### config.mk
export PLATFORM = sky130hd
export DESIGN_NAME = nand_chain_exerciser_flat
export DESIGN_NICKNAME = d
export VERILOG_FILES = /design/src/rtl/nand_chain_exerciser_if.sv /design/src/rtl/nand_chain_exerciser.sv /design/src/flat_wrapper.sv
export SDC_FILE = /design/constraint.sdc
export NUM_CORES = 1
export LEC_CHECK = 0
export BUFFER_PORTS_ARGS = -buffer_cell sky130_fd_sc_hd__buf_2
export CORE_UTILIZATION = 30
export CTS_BUF_LIST = sky130_fd_sc_hd__clkbuf_16
export CTS_CLUSTER_SIZE = 20
export DETAILED_ROUTE_END_ITERATION = 8
export GPL_ROUTABILITY_DRIVEN = 0
export SLEW_MARGIN = 20
export SYNTH_ARGS = -nofsm -noshare
export SYNTH_HDL_FRONTEND = slang
export SYNTH_SLANG_ARGS = --single-unit
export TNS_END_PERCENT = 20
### constraint.sdc
create_clock -name clk -period 5.6 [get_ports clk]
set_clock_uncertainty 0.15 [all_clocks]
set_input_delay 0.56 -clock clk [delete_from_list [all_inputs] [get_ports clk]]
set_output_delay 0.56 -clock clk [all_outputs]
set_load 0.01 [all_outputs]
### src/rtl/nand_chain_exerciser_if.sv
// Signal bundle between the NAND-chain exerciser and the board/bench side.
// The master modport belongs to the exerciser. The slave modport belongs to whoever supplies start and d/e.
interface nand_chain_exerciser_if #(
  parameter int ERR_W = 4
) ();
  logic             start;
  logic             a_out;
  logic             b_out;
  logic             c_out;
  logic             d_in;
  logic             e_in;
  logic [2:0]       pattern;
  logic             busy;
  logic             done;
  logic             pass;
  logic [ERR_W-1:0] err_count;
  logic [7:0]       fail_vec;

  modport master (
    input  start, d_in, e_in,
    output a_out, b_out, c_out, pattern, busy, done, pass, err_count, fail_vec
  );

  modport slave (
    output start, d_in, e_in,
    input  a_out, b_out, c_out, pattern, busy, done, pass, err_count, fail_vec
  );
endinterface

### src/rtl/nand_chain_exerciser.sv
// Sweeps a/b/c through all 8 patterns and waits a programmable settle time for each one.
// It then checks the returned d/e against the cascaded-NAND truth table and records failures.
module nand_chain_exerciser #(
  parameter int SETTLE_CYCLES = 2,
  parameter int ERR_W         = 4
) (
  input  logic                    clk,
  input  logic                    rst,
  nand_chain_exerciser_if.master  bus,
  output logic [1:0]              state_dbg
);

  typedef enum logic [1:0] {IDLE, WAIT, SAMPLE, DONE} state_t;

  localparam logic [7:0]       RELOAD  = 8'(SETTLE_CYCLES - 1);
  localparam logic [ERR_W-1:0] ERR_MAX = {ERR_W{1'b1}};

  state_t           state, state_nxt;
  logic [7:0]       cnt, cnt_nxt;
  logic [2:0]       pattern_q, pattern_nxt;
  logic             busy_q, busy_nxt;
  logic             done_q, done_nxt;
  logic             pass_q, pass_nxt;
  logic [ERR_W-1:0] err_q, err_nxt;
  logic [7:0]       fail_q, fail_nxt;
  logic             exp_d, exp_e, mismatch;

  // Stimulus bits come straight from the pattern flops, so they are registered outputs too
  assign bus.a_out     = pattern_q[2];
  assign bus.b_out     = pattern_q[1];
  assign bus.c_out     = pattern_q[0];
  assign bus.pattern   = pattern_q;
  assign bus.busy      = busy_q;
  assign bus.done      = done_q;
  assign bus.pass      = pass_q;
  assign bus.err_count = err_q;
  assign bus.fail_vec  = fail_q;
  assign state_dbg     = state;

  assign exp_d    = ~(pattern_q[2] & pattern_q[1]);
  assign exp_e    = ~(pattern_q[0] & exp_d);
  assign mismatch = (bus.d_in != exp_d) || (bus.e_in != exp_e);

  always_ff @(posedge clk) begin
    if (rst) begin
      state     <= IDLE;
      cnt       <= '0;
      pattern_q <= '0;
      busy_q    <= 1'b0;
      done_q    <= 1'b0;
      pass_q    <= 1'b0;
      err_q     <= '0;
      fail_q    <= '0;
    end else begin
      state     <= state_nxt;
      cnt       <= cnt_nxt;
      pattern_q <= pattern_nxt;
      busy_q    <= busy_nxt;
      done_q    <= done_nxt;
      pass_q    <= pass_nxt;
      err_q     <= err_nxt;
      fail_q    <= fail_nxt;
    end
  end

  always_comb begin
    state_nxt   = state;
    cnt_nxt     = cnt;
    pattern_nxt = pattern_q;
    busy_nxt    = busy_q;
    done_nxt    = 1'b0;
    pass_nxt    = pass_q;
    err_nxt     = err_q;
    fail_nxt    = fail_q;
    case (state)
      IDLE: begin
        if (bus.start) begin
          state_nxt   = WAIT;
          pattern_nxt = 3'd0;
          cnt_nxt     = RELOAD;
          busy_nxt    = 1'b1;
          pass_nxt    = 1'b0;
          err_nxt     = '0;
          fail_nxt    = '0;
        end
      end
      WAIT: begin
        if (cnt == 8'd0) state_nxt = SAMPLE;
        else             cnt_nxt   = cnt - 8'd1;
      end
      SAMPLE: begin
        if (mismatch) begin
          fail_nxt[pattern_q] = 1'b1;
          if (err_q != ERR_MAX) err_nxt = err_q + 1'b1;
        end
        // pass must see this pattern's error, so it is taken from err_nxt
        if (pattern_q == 3'd7) begin
          state_nxt = DONE;
          busy_nxt  = 1'b0;
          done_nxt  = 1'b1;
          pass_nxt  = (err_nxt == '0);
        end else begin
          state_nxt   = WAIT;
          pattern_nxt = pattern_q + 3'd1;
          cnt_nxt     = RELOAD;
        end
      end
      DONE: begin
        state_nxt = IDLE;
      end
      default: state_nxt = IDLE;
    endcase
  end

endmodule
### src/flat_wrapper.sv
// flat-port wrapper written by rule: the top's interface ports become plain ports
module nand_chain_exerciser_flat 
#(
  parameter int SETTLE_CYCLES = 2,
  parameter int ERR_W         = 4
)
  (clk, rst, state_dbg, bus_start, bus_d_in, bus_e_in, bus_a_out, bus_b_out, bus_c_out, bus_pattern, bus_busy, bus_done, bus_pass, bus_err_count, bus_fail_vec);
  nand_chain_exerciser_if #(.ERR_W(ERR_W)) bus_i ();
  input  logic clk;
  input  logic rst;
  output logic [1:0] state_dbg;
  input wire logic [$bits(bus_i.start)-1:0] bus_start;
  input wire logic [$bits(bus_i.d_in)-1:0] bus_d_in;
  input wire logic [$bits(bus_i.e_in)-1:0] bus_e_in;
  output wire logic [$bits(bus_i.a_out)-1:0] bus_a_out;
  output wire logic [$bits(bus_i.b_out)-1:0] bus_b_out;
  output wire logic [$bits(bus_i.c_out)-1:0] bus_c_out;
  output wire logic [$bits(bus_i.pattern)-1:0] bus_pattern;
  output wire logic [$bits(bus_i.busy)-1:0] bus_busy;
  output wire logic [$bits(bus_i.done)-1:0] bus_done;
  output wire logic [$bits(bus_i.pass)-1:0] bus_pass;
  output wire logic [$bits(bus_i.err_count)-1:0] bus_err_count;
  output wire logic [$bits(bus_i.fail_vec)-1:0] bus_fail_vec;
  assign bus_i.start = bus_start;
  assign bus_i.d_in = bus_d_in;
  assign bus_i.e_in = bus_e_in;
  assign bus_a_out = bus_i.a_out;
  assign bus_b_out = bus_i.b_out;
  assign bus_c_out = bus_i.c_out;
  assign bus_pattern = bus_i.pattern;
  assign bus_busy = bus_i.busy;
  assign bus_done = bus_i.done;
  assign bus_pass = bus_i.pass;
  assign bus_err_count = bus_i.err_count;
  assign bus_fail_vec = bus_i.fail_vec;
  nand_chain_exerciser #(.SETTLE_CYCLES(SETTLE_CYCLES), .ERR_W(ERR_W)) u_core (.clk(clk), .rst(rst), .bus(bus_i), .state_dbg(state_dbg));
endmodule
[After elaboration in Yosys (flattened, before gate mapping)]
Index checks and enable logic that the tools add are counted.
Operators by class
  muxes and demuxes: 28
  $lt $le $gt $ge: 2
  reduce and logical (&&, ||, !) cells: 14
  bitwise logic cells: 6
  equal/unequal tests: 13
  $add $sub $neg: 3
Operators with widths (count)
  two-way mux 8 bit: 5
  one-hot mux 8 bit (3 select lines): 1
  two-way mux 4 bit: 4
  one-hot mux 8 bit (2 select lines): 1
  AND reduction 3 bit: 3
  zero test 8 bit: 1
  bitwise OR 8 bit: 1
  one-hot mux 2 bit (4 select lines): 1
  one-hot mux 4 bit (2 select lines): 1
  subtractor 8 x 1 -> 8 bit, second input constant: 1
  two-way mux 1 bit: 6
  two-way mux 2 bit: 3
  two-way mux 3 bit: 2
  != test 2 x 1 -> 1 bit, second input constant: 3
  != test 2 bit, second input constant: 3
  one-hot mux 3 bit (2 select lines): 1
  adder 4 x 1 -> 4 bit, second input constant: 1
  == test 2 bit, second input constant: 2
  zero test 4 bit: 1
  less-than comparator 3 x 4 -> 1 bit, second input constant: 1
  != test 4 bit, second input constant: 1
  one-hot mux 1 bit (2 select lines): 2
  AND reduction 2 bit: 2
  AND reduction 4 bit: 1
  other kinds (14): 18
Storage, ports and cells
  output and inout port bits: 23
  bits in registers: 28
  logic and storage cells: 74
  input bits: 5

[Longest topological paths before layout]
  word-level depth: 11
  gate-level depth with buffers: 7
  depth with buffers taken out: 7

[Least setup slack after synthesis]
No wires, ideal clock.
  kind: register -> register
  start: reg u_core.pattern_q[0], in the netlist u_core.bus.pattern[0]
  end: reg u_core.cnt[4]
  data required time: 5.380 ns
  arrival: 1.826 ns
  cell stages (with the launch flop): 8
  clock period less this slack: 2.047 ns
  path buffers: 0
  library setup time: 0.070 ns
  setup slack: 3.553 ns
  cells stage by stage: dfxtp_1 -> ha_1 -> ha_1 -> nand2b_1 -> a21oi_4 -> o21ai_1 -> or4_1 -> a21oi_1
Between the ends
  longest elaborated chain between the ends: 3
Ends and longest elaborated chain
  from (decl): RTL line nand_chain_exerciser.sv:20  | logic [2:0] pattern_q, pattern_nxt;
  from (signal assigned): RTL line nand_chain_exerciser.sv:57  | pattern_q <= pattern_nxt;
  == test 3 bit: RTL line nand_chain_exerciser.sv:97  | if (pattern_q == 3'd7) begin
  != test 2 bit (no source line)
  AND reduction 4 bit (no source line)
  to (signal assigned): RTL line nand_chain_exerciser.sv:56  | cnt <= cnt_nxt;
  to (decl): RTL line nand_chain_exerciser.sv:19  | logic [7:0] cnt, cnt_nxt;
No other way between the ends.
A chain may end at the register's enable or synchronous reset.

[Worst setup path after layout]
  start: reg u_core.pattern_q[1], in the netlist u_core.bus.pattern[1]
  end: reg u_core.cnt[4]
The elaborated chain is that of the path after synthesis.

==> impl_metrics.py <==
metrics = {
    "run_status": {
        "outcome": "finished clean",
    },
    "synthesis": {
        "yosys-top-cells-area": "dfxtp_1 41%, ha_1 4.5%, nand2b_1 4.5%",
        "synth_most_common_cell": "dfxtp_1",
        "synth_top_cell_area_share": 0.4065,
        "netlist_instances": 153,
        "synth_edf_count": 0,
        "ys_ff_latch": 28,
        "synth-async-reset-ratio": 0,
        "syn_nets": 163,
        "synth.cell_area_um2": 1379,
        "yosysUniqueCellTypes": 37,
        "ys_seq_area_frac": 0.4065,
        "synth_top_cells_by_count": "28 x dfxtp_1, 10 x a21oi_1, 10 x nand2b_1, 10 x nor3_1",
        "synth_top_flop_cell": "dfxtp_1",
        "yosysTopAreaCell": "dfxtp_1",
        "ys_warn_count": 0,
        "synth.avg_cell_area_um2": 9.012,
    },
    "sta": {
        "fin_setup_tns_ps": 0,
        "finalSetupViolCount": 0,
        "relSlewSlack": 0.3878,
        "final_hold_viol_count": 0,
        "timing.final.ws_setup_ps": 3382,
        "finalCritPeriodShare": 0.3961,
        "slew_viol_final": 0,
        "maxClockFrequency_mhz": 450.8,
        "rsz0062_at_grt": "false",
        "finalCriticalPeriod_ps": 2218,
        "tightest_slew_ps": 918.4,
    },
    "floorplan": {
        "die_h_um": 69.80,
        "die-area_um2": 4871,
        "core_area_um2": 4384,
        "ioPinCount": 28,
        "fp-row-count": 24,
        "die_w_um": 69.80,
        "start_util": 0.3145,
    },
    "global_routing": {
        "grt_pass1_vias": 1069,
        "grtUsageTotal": 0.1209,
        "grt_max_degree": 16,
        "busiest_layer": "met2",
        "grtUsageMet2": 0.1976,
        "grt_util_met1": 0.1448,
        "grt-ovfl-total": 0,
        "grt_pass1_wl_um": 4712,
        "use_met3": 0.02907,
        "antenna_found_initial": 0,
    },
    "critical_path": {
        "rr_endpoint": "u_core.cnt[4]$_SDFFE_PP0P_",
        "arrival_ps": 2260,
        "crit-reg2reg-launch": "u_core.bus.pattern[1]$_SDFFE_PP0P_",
        "critPathSlowestCell": "or4_1",
        "worstPathCellList": "ha_1 -> ha_1 -> nand2b_1 -> a21oi_4 -> o21ai_1 -> or4_1 -> a21oi_1",
        "rr_worst_depth": 7,
        "critical_path.max_stage_delay_ps": 420,
        "worstSetupEndpointType": "register",
        "rrSetupSlack_ps": 3380,
        "worstSetupPathType": "reg -> reg",
        "crit_top_cell": "ha_1",
        "required_ps": 5640,
        "cp_max_fo": 10,
        "cp-start-kind": "register",
    },
    "clock_network": {
        "root_buffer": "clkbuf_16",
        "clk_latency_ps": 260,
        "h-tree-depth": 1,
        "cts_tree": "yes",
        "numClockSinks": 28,
        "post_cts_resize_count": 0,
        "cts_made_buffers": 3,
        "path_clk_slew_ps": 60,
        "ctsHoldBuffers": 0,
        "clockBufferDepth": 2,
        "post_cts_buffers": 0,
    },
    "min_path": {
        "hold_path_class": "reg -> reg",
        "hold_depth": 1,
        "hold_start": "u_core.bus.fail_vec[2]$_SDFFE_PP0P_",
        "holdPathEnd": "u_core.bus.fail_vec[2]$_SDFFE_PP0P_",
    },
    "layout": {
        "n_fill_cell": 452,
        "diodes": 0,
        "finalNonFillerCells": 229,
        "num-nets-final": 188,
        "fin_area_um2": 1612,
        "area_delta_synth_final_pct": 16.88,
        "drive_gt1_frac": 0.2034,
    },
    "route": {
        "vias": 1117,
        "antenna_left": 0,
        "wl_um": 2726,
        "wl_per_cell_um": 11.90,
        "drt-initial-drc-count": 38,
        "drc_errors": 0,
        "drt-pass1-iter-count": 4,
        "via_per_inst": 4.878,
    },
    "run": {
        "maxCapViolCount": 0,
    },
    "place": {
        "place_area_um2": 1533,
        "place_ws_ps": 3197,
        "placed_cells_incl_taps": 225,
        "dp_hpwl_um": 2043,
        "portBuffers": 27,
    },
    "power_and_ir_drop": {
        "peakVddDrop_v": 0.0001308,
        "p_per_area_nw_per_um2": 376.8,
        "leakage_nw": 0.6654,
    },
}
## metal layers
| layer | up-vias | wire length (µm) |
|---|---|---|
| met4 | 0 | 57 |
| li1 | 596 | - |
| met3 | 4 | 106 |
| met1 | 498 | 1344 |
| met2 | 19 | 1218 |
| met5 | - | 0 |
## worst max path at each step
stage,startpoint,slack (ps),to,cells after the start
final,u_core.bus.pattern[1]$_SDFFE_PP0P_,3380,u_core.cnt[4]$_SDFFE_PP0P_,7
after global routing,u_core.bus.pattern[1]$_SDFFE_PP0P_,3210,u_core.cnt[4]$_SDFFE_PP0P_,7
after CTS,u_core.bus.pattern[1]$_SDFFE_PP0P_,3370,u_core.cnt[4]$_SDFFE_PP0P_,7
after detailed placement,bus_start,3200,u_core.cnt[4]$_SDFFE_PP0P_,5
after global placement,bus_start,3290,u_core.cnt[4]$_SDFFE_PP0P_,5
after floorplan,u_core.bus.pattern[0]$_SDFFE_PP0P_,3550,u_core.cnt[4]$_SDFFE_PP0P_,7
## cell usage in the layout (no fill, tap or decap), drive strengths merged, types with 2 or more instances in the layout
cell type,n
a211oi,2
a21oi,11
a31oi,2
and4b,3
buf,27
clkbuf,3
dfxtp,28
ha,5
inv,5
nand2,8
nand2b,10
nand3,4
nor2,9
nor2b,5
nor3,10
nor4,3
o211ai,2
o21a,8
o21ai,10
o31ai,3
or3,2
xor2,6
## sequential cells by signal, summed over array words and instances (netlist names)
| signal | count |
|---|---|
| u_core.bus.busy | 1 |
| u_core.bus.fail_vec | 8 |
| u_core.bus.pass | 1 |
| u_core.bus.done | 1 |
| u_core.bus.err_count | 4 |
| u_core.cnt | 8 |
| u_core.bus.pattern | 3 |
| u_core.state_dbg | 2 |
## power by group
part / switching (mW) / internal [mW]
registers: 0.0390 / 0.227
logic: 0.101 / 0.0818
clock network: 0.0631 / 0.0956
## kinds of logic (layout without fill, tap and decap cells)
family                     Yosys count  count (layout)  share of synthesized area
muxes                                1               1                   0.007260
DFF                                 28              28                     0.4065
adders and majority gates            5               5                    0.04537
buffers and inverters               12              36                    0.04719
AOI/OAI and AO/OA                   43              43                     0.2160
xor gates and xnor gates             6               6                    0.03811
and+or+nand+nor                     58              58                     0.2396
## area by class of cell
cell class              count  area, µm²  area share
flip-flops and latches     28      560.5      0.3478
well taps                  52      65.06     0.04037
inverters                   5      18.77     0.01165
clock buffers               3      75.07     0.04658
multi-input cells         113      753.2      0.4674
clock inverters             1      3.754    0.002329
repair buffers             27      135.1     0.08385
## worst max-delay path: cells and delay by family (launching register included)
family	cells	cell delay, ps
compound gates	3	530
simple gates	2	620
flops	1	400
fa+ha+maj	2	450
## stage by stage
stage,utilization,hold slack (ps),power (mW)
5_1_grt,0.3676,336.9,0.6505
3_3_place_gp,0.3496,301.4,0.4529
3_5_place_dp,0.3496,302.0,0.4548
4_1_cts,0.3676,317.6,0.6152
6_report,0.3676,310.4,0.6072
2_1_floorplan,-,330.1,0.4185
(Power assumes the default switching activity.)
